$ cat config.mk
export PLATFORM = sky130hd
export DESIGN_NAME = lfsr_random_gen_flat
export DESIGN_NICKNAME = d
export VERILOG_FILES = /design/src/rtl/lfsr_pkg.sv /design/src/rtl/lfsr_random_gen_if.sv /design/src/rtl/lfsr_core.sv /design/src/rtl/lfsr_random_gen.sv /design/src/flat_wrapper.sv
export SDC_FILE = /design/constraint.sdc
export NUM_CORES = 1
export LEC_CHECK = 0
export CELL_PAD_IN_SITES_DETAIL_PLACEMENT = 0
export CELL_PAD_IN_SITES_GLOBAL_PLACEMENT = 1
export CORE_MARGIN = 1.5
export CORE_UTILIZATION = 41
export CTS_BUF_LIST = sky130_fd_sc_hd__clkbuf_8
export DETAILED_ROUTE_END_ITERATION = 7
export GPL_ROUTABILITY_DRIVEN = 0
export PLACE_DENSITY_LB_ADDON = 0.1
export SYNTH_ARGS = -nofsm -noshare
export SYNTH_HDL_FRONTEND = slang
export SYNTH_SLANG_ARGS = --single-unit
$ cat constraint.sdc
create_clock -name clk -period 6.4 [get_ports clk]
set_input_delay 1.28 -clock clk [delete_from_list [all_inputs] [get_ports clk]]
set_output_delay 1.28 -clock clk [all_outputs]
set_load 0.005 [all_outputs]
$ cat src/rtl/lfsr_pkg.sv
// Shared types and constants for the LFSR random number generator:
// FSM state encoding, default feedback taps and a maximal-length tap table.
package lfsr_pkg;

  typedef enum logic [1:0] {
    ST_IDLE   = 2'd0,
    ST_SEARCH = 2'd1,
    ST_HOLD   = 2'd2
  } state_e;

  localparam int unsigned LFSR_MIN_WIDTH = 3;
  localparam int unsigned LFSR_MAX_WIDTH = 16;

  // x^7 + x^6 + 1
  localparam logic [6:0] DEFAULT_TAPS = 7'h60;

  // Taps for next = {lfsr[W-2:0], ^(lfsr & taps)}; bit n-1 stands for x^n.
  function automatic logic [15:0] max_len_taps(input int unsigned width);
    logic [15:0] taps;
    case (width)
      3:       taps = 16'h0006;
      4:       taps = 16'h000C;
      5:       taps = 16'h0014;
      6:       taps = 16'h0030;
      7:       taps = 16'h0060;
      8:       taps = 16'h00B8;
      9:       taps = 16'h0110;
      10:      taps = 16'h0240;
      11:      taps = 16'h0500;
      12:      taps = 16'h0829;
      13:      taps = 16'h100D;
      14:      taps = 16'h2015;
      15:      taps = 16'h6000;
      16:      taps = 16'hD008;
      default: taps = 16'h0000;
    endcase
    return taps;
  endfunction

endpackage

$ cat src/rtl/lfsr_random_gen_if.sv
// Request/response bundle between a consumer (master) and lfsr_random_gen (slave).
interface lfsr_random_gen_if #(
  parameter int unsigned WIDTH = 7
);
  logic             enable;
  logic             seed_load;
  logic [WIDTH-1:0] seed_val;
  logic             req;
  logic [WIDTH-1:0] min_val;
  logic [WIDTH-1:0] max_val;
  logic             odd_only;
  logic [WIDTH-1:0] rnd_data;
  logic             rnd_valid;
  logic             rnd_ready;
  logic             busy;
  logic             err;

  modport master (
    output enable, seed_load, seed_val, req, min_val, max_val, odd_only, rnd_ready,
    input  rnd_data, rnd_valid, busy, err
  );

  modport slave (
    input  enable, seed_load, seed_val, req, min_val, max_val, odd_only, rnd_ready,
    output rnd_data, rnd_valid, busy, err
  );
endinterface

$ cat src/rtl/lfsr_core.sv
// Fibonacci XOR LFSR register with seed load (zero seed replaced by 1)
// taking priority over a step.
module lfsr_core
  import lfsr_pkg::*;
#(
  parameter int unsigned      WIDTH = 7,
  parameter logic [WIDTH-1:0] TAPS  = WIDTH'(max_len_taps(WIDTH))
) (
  input  logic             clk,
  input  logic             rst,
  input  logic             load_i,
  input  logic             step_i,
  input  logic [WIDTH-1:0] seed_i,
  output logic [WIDTH-1:0] state_o
);

  logic [WIDTH-1:0] state_q;
  logic [WIDTH-1:0] state_d;

  always_comb begin
    state_d = state_q;
    if (load_i) begin
      // All-zero is the lock-up state, so it is never loaded.
      state_d = (seed_i == '0) ? WIDTH'(1) : seed_i;
    end else if (step_i) begin
      state_d = {state_q[WIDTH-2:0], ^(state_q & TAPS)};
    end
  end

  always_ff @(posedge clk) begin
    if (rst) begin
      state_q <= WIDTH'(1);
    end else begin
      state_q <= state_d;
    end
  end

  assign state_o = state_q;

endmodule

$ cat src/rtl/lfsr_random_gen.sv
// Searches the LFSR sequence for a value inside [min_val, max_val] (optionally
// odd only) and presents it on a valid/ready output; errors on bad range or timeout.
module lfsr_random_gen
  import lfsr_pkg::*;
#(
  parameter int unsigned      WIDTH = 7,
  parameter logic [WIDTH-1:0] TAPS  = WIDTH'(max_len_taps(WIDTH))
) (
  input logic               clk,
  input logic               rst,
  lfsr_random_gen_if.slave  bus
);

  state_e           state_q, state_d;
  logic [WIDTH-1:0] rnd_data_q, rnd_data_d;
  logic             rnd_valid_q, rnd_valid_d;
  logic             err_q, err_d;
  logic [WIDTH-1:0] miss_q, miss_d;
  logic [WIDTH-1:0] lfsr_w;
  logic             step;
  logic             hit;
  logic             range_ok;

  lfsr_core #(
    .WIDTH (WIDTH),
    .TAPS  (TAPS)
  ) u_core (
    .clk     (clk),
    .rst     (rst),
    .load_i  (bus.seed_load),
    .step_i  (step),
    .seed_i  (bus.seed_val),
    .state_o (lfsr_w)
  );

  assign range_ok = (bus.min_val <= bus.max_val) && (bus.max_val != '0);
  assign hit      = (lfsr_w >= bus.min_val) && (lfsr_w <= bus.max_val) &&
                    (!bus.odd_only || lfsr_w[0]);

  always_comb begin
    state_d     = state_q;
    rnd_data_d  = rnd_data_q;
    rnd_valid_d = rnd_valid_q;
    err_d       = 1'b0;
    miss_d      = miss_q;
    step        = 1'b0;
    case (state_q)
      ST_IDLE: begin
        step = bus.enable;
        if (bus.req) begin
          if (range_ok) begin
            state_d = ST_SEARCH;
            miss_d  = '0;
          end else begin
            err_d = 1'b1;
          end
        end
      end
      ST_SEARCH: begin
        step = 1'b1;
        if (hit) begin
          rnd_data_d  = lfsr_w;
          rnd_valid_d = 1'b1;
          state_d     = ST_HOLD;
        end else if (miss_q == '1) begin
          // This miss is number 2^WIDTH in a row: give up.
          err_d   = 1'b1;
          miss_d  = '0;
          state_d = ST_IDLE;
        end else begin
          miss_d = miss_q + WIDTH'(1);
        end
      end
      ST_HOLD: begin
        step = bus.enable;
        if (rnd_valid_q && bus.rnd_ready) begin
          rnd_valid_d = 1'b0;
          state_d     = ST_IDLE;
        end
      end
      default: begin
        state_d = ST_IDLE;
      end
    endcase
  end

  always_ff @(posedge clk) begin
    if (rst) begin
      state_q     <= ST_IDLE;
      rnd_data_q  <= '0;
      rnd_valid_q <= 1'b0;
      err_q       <= 1'b0;
      miss_q      <= '0;
    end else begin
      state_q     <= state_d;
      rnd_data_q  <= rnd_data_d;
      rnd_valid_q <= rnd_valid_d;
      err_q       <= err_d;
      miss_q      <= miss_d;
    end
  end

  assign bus.rnd_data  = rnd_data_q;
  assign bus.rnd_valid = rnd_valid_q;
  assign bus.err       = err_q;
  assign bus.busy      = (state_q != ST_IDLE);

endmodule
$ cat src/flat_wrapper.sv
// flat-port wrapper written by rule: the top's interface ports become plain ports
module lfsr_random_gen_flat import lfsr_pkg::*;
#(
  parameter int unsigned      WIDTH = 7,
  parameter logic [WIDTH-1:0] TAPS  = WIDTH'(max_len_taps(WIDTH))
)
  (clk, rst, bus_enable, bus_seed_load, bus_seed_val, bus_req, bus_min_val, bus_max_val, bus_odd_only, bus_rnd_ready, bus_rnd_data, bus_rnd_valid, bus_busy, bus_err);
  lfsr_random_gen_if #(.WIDTH(WIDTH)) bus_i ();
  input logic clk;
  input logic rst;
  input wire logic [$bits(bus_i.enable)-1:0] bus_enable;
  input wire logic [$bits(bus_i.seed_load)-1:0] bus_seed_load;
  input wire logic [$bits(bus_i.seed_val)-1:0] bus_seed_val;
  input wire logic [$bits(bus_i.req)-1:0] bus_req;
  input wire logic [$bits(bus_i.min_val)-1:0] bus_min_val;
  input wire logic [$bits(bus_i.max_val)-1:0] bus_max_val;
  input wire logic [$bits(bus_i.odd_only)-1:0] bus_odd_only;
  input wire logic [$bits(bus_i.rnd_ready)-1:0] bus_rnd_ready;
  output wire logic [$bits(bus_i.rnd_data)-1:0] bus_rnd_data;
  output wire logic [$bits(bus_i.rnd_valid)-1:0] bus_rnd_valid;
  output wire logic [$bits(bus_i.busy)-1:0] bus_busy;
  output wire logic [$bits(bus_i.err)-1:0] bus_err;
  assign bus_i.enable = bus_enable;
  assign bus_i.seed_load = bus_seed_load;
  assign bus_i.seed_val = bus_seed_val;
  assign bus_i.req = bus_req;
  assign bus_i.min_val = bus_min_val;
  assign bus_i.max_val = bus_max_val;
  assign bus_i.odd_only = bus_odd_only;
  assign bus_i.rnd_ready = bus_rnd_ready;
  assign bus_rnd_data = bus_i.rnd_data;
  assign bus_rnd_valid = bus_i.rnd_valid;
  assign bus_busy = bus_i.busy;
  assign bus_err = bus_i.err;
  lfsr_random_gen #(.WIDTH(WIDTH), .TAPS(TAPS)) u_core (.clk(clk), .rst(rst), .bus(bus_i));
endmodule
==> results.txt <==
status - finished clean
DPL Wire Length - 3230 µm
P&R area growth vs syn - 24.3%
Hold Path Sink - u_core.bus.rnd_data[2]$_SDFFE_PP0P_
CTS max path bufs - 2
RSZ-0062 raised after global routing - no
CP Data Arrival Time - 4.23 ns
hold path depth - 2
CP Class - in2reg
clock latency on the worst-skew pair - 0.27 ns
core footprint - 4120 µm²
Synth warnings - 0
clock-pin slew on the worst setup and hold paths - 0.09 ns
most area-consuming cells after synthesis - dfxtp_1 28%, ha_1 17%, a21oi_1 7.5%, inv_1 4.8%, nand2_1 4.8%
Port Buffers - 37
Hold Crit Start - u_core.bus.rnd_data[2]$_SDFFE_PP0P_
die area - 4790 µm²
total track usage - 17.6%
post-synthesis cell count - 225
post-CTS setup buffers - 0
share of cells above drive strength 1 - 5.43%
antenna cell count - 0
sequential area share after synthesis - 27.9%
Critical Path, Cell by Cell - clkdlybuf4s50_1 -> inv_1 -> ha_1 -> a21o_1 -> a21oi_1 -> nand3_1 -> a221oi_2 -> nand2_1 -> or3_1 -> a21oi_1
Wirelength per Cell - 13.1 µm
worst r2r src - u_core.u_core.state_o[5]$_SDFFE_PP0P_
Buf+Inv Stages, Crit Path - 2
largest net degree at the start of global routing - 27
PwrDens - 189 nW/µm²
highest-delay cell along the critical path - a221oi_2
final setup TNS - 0 ns
Yosys top cell area share - 27.9%
Final Skew - 0.0124 ns
Post-route DRC - 0
vias in the first global route - 1558
cell taking the most area after synthesis - dfxtp_1
first-pass GRT wire length - 7040 µm
Final Critical Period - 4.04 ns
initial antenna violation count - 0
maxcap violations - 0
DRT antenna net count - 0
CTS sink cnt - 25
crit-path max FO - 11
effective utilization at floorplan - 43.7%
r2r worst-path depth - 8
Top FF cell, synth - dfxtp_1
CP top delay family - compound AO/OA/AOI/OAI gates
asr flop ratio synth - 0%
clock root cell - clkbuf_8
CP Capture Type - register
most frequent CP cell - a21oi_1
synthesized flop and latch total - 25
Post-CTS Resized - 0
Max VDD drop - 0.000121 V
Yosys cell types - 44
via count - 1613
hold bufs inserted after CTS - 0
Worst Slack Setup Final - 2.36 ns
final hold vios - 0
CP required - 6.59 ns
via/cell ratio - 5.24
r2r endpoint - u_core.state_q[1]$_SDFFE_PP0P_
GR Overflow Total - 0
Worst setup SP type - primary input
r2r setup slk - 3.52 ns
H-tree levels - 1
worst-margin pin slew - 0.956 ns
final core occ - 54.3%
Slew headroom - 34.5%
Syn Nets - 278
EDFF count, synth - 0
LEAKAGE - 0.938 nW
Synth Cell Area - 1800 µm²
Die H - 69.2 µm
FMAX - 247 MHz
final wirelength - 4040 µm
CTS tree - built
final setup fails - 0
min-delay worst type - reg2reg
DRT iter0 DRCs - 66
drt pass-1 iters - 4
fin nets - 312
Max Slew Vio Count - 0
top-count cell post-synth - a21oi_1
Place WS - 2.10 ns
Num CTS Buffers - 3
Die X - 69.2 µm
I/O Pins - 38
num rows - 23
Avg Cell Area, Syn - 7.99 µm²
Crit path largest cell delay - 0.70 ns
period utilization - 63.1%
most instantiated cells after synthesis - 27 x a21oi_1, 25 x dfxtp_1, 25 x ha_1
## cells in the final DEF, fill, tap and decap left out, drive strengths merged, types with 2 or more instances in the layout
master / synthesis / routed
nor2: 23 / 23
or3: 2 / 2
a221oi: 2 / 2
nand3: 15 / 15
mux2i: 8 / 8
o21ai: 6 / 6
o41ai: 2 / 2
a211o: 3 / 3
clkdlybuf4s50: 0 / 37
clkbuf: 3 / 3
nand2b: 3 / 3
nand2: 23 / 23
nand4: 3 / 3
a21bo: 2 / 2
dfxtp: 25 / 25
ha: 25 / 25
a211oi: 2 / 2
nor4: 2 / 2
inv: 23 / 23
a21oi: 28 / 28
nor3: 2 / 2
nor2b: 3 / 3
## state kept, by name (all words and copies together) (netlist names)
| name | count |
|---|---|
| u_core.u_core.state_o | 7 |
| u_core.state_q | 2 |
| u_core.miss_q | 7 |
| u_core.bus.rnd_data | 7 |
| u_core.bus.rnd_valid | 1 |
| u_core.bus.err | 1 |
## per-layer routing
layer | part of all wire, % | GRT usage (%)
met5 | 0 | 0
met4 | 0.59 | 3.27
met3 | 4.6 | 3.05
met2 | 42 | 27.4
met1 | 52 | 25.7
## worst register-to-register path: stages, from the launching register on
cell      delay [ns]
dfxtp_1         0.47
ha_1            0.30
a21o_1          0.16
a21oi_1         0.18
nand3_1         0.11
a221oi_2        0.70
nand2_1         0.35
or3_1           0.44
a21oi_1         0.11
## report_power, final
| part | total [mW] | switching (mW) | internal, mW | leakage (nW) |
|---|---|---|---|---|
| Sequential | 0.174 | 0.00886 | 0.165 | 0.203 |
| Combinational | 0.156 | 0.0847 | 0.0714 | 0.709 |
| Clock | 0.0928 | 0.0493 | 0.0435 | 0.0255 |
## layout make-up
cell class,count,area [µm²]
inverter,23,86.3
clock buffer,3,41.3
clock inverter,1,5.00
tap,50,62.6
timing repair buffer,37,370
multi-input combinational,169,1170
sequential,25,500
fill,407,1880
## logic make-up (layout without fill, tap and decap cells)
logic type      after synthesis  after routing  synth area share, %
fa+ha+maj                    25             25                 17.4
flops                        25             25                 27.9
mux                           8              8                 4.46
simple gates                 82             82                 22.6
xor+xnor                      1              1                0.488
compound gates               53             53                 20.1
buf+inv                      31             64                 7.17
## worst max-delay path by stage
stage,slack [ns],end,depth (start not counted),startpoint
after floorplan,3.25,u_core.state_q[1]$_SDFFE_PP0P_,10,bus_max_val[5]
after global placement,2.15,u_core.state_q[1]$_SDFFE_PP0P_,10,bus_max_val[5]
after detailed placement,2.10,u_core.state_q[1]$_SDFFE_PP0P_,10,bus_max_val[5]
after CTS,2.38,u_core.state_q[1]$_SDFFE_PP0P_,10,bus_max_val[5]
after global routing,2.13,u_core.state_q[1]$_SDFFE_PP0P_,10,bus_max_val[5]
final,2.36,u_core.state_q[1]$_SDFFE_PP0P_,10,bus_max_val[5]
## metrics by stage
| stage | cells | area, µm² | total power, mW | hold slack (ns) |
|---|---|---|---|---|
| 2_1_floorplan | 225 | 1800 | 0.284 | 0.443 |
| 3_3_place_gp | 304 | 2190 | 0.333 | 0.461 |
| 3_5_place_dp | 304 | 2190 | 0.334 | 0.449 |
| 4_1_cts | 308 | 2230 | 0.428 | 0.465 |
| 5_1_grt | 308 | 2230 | 0.455 | 0.497 |
| 6_report | 308 | 2230 | 0.423 | 0.468 |
No activity file was read; power rests on OpenSTA's default activity.
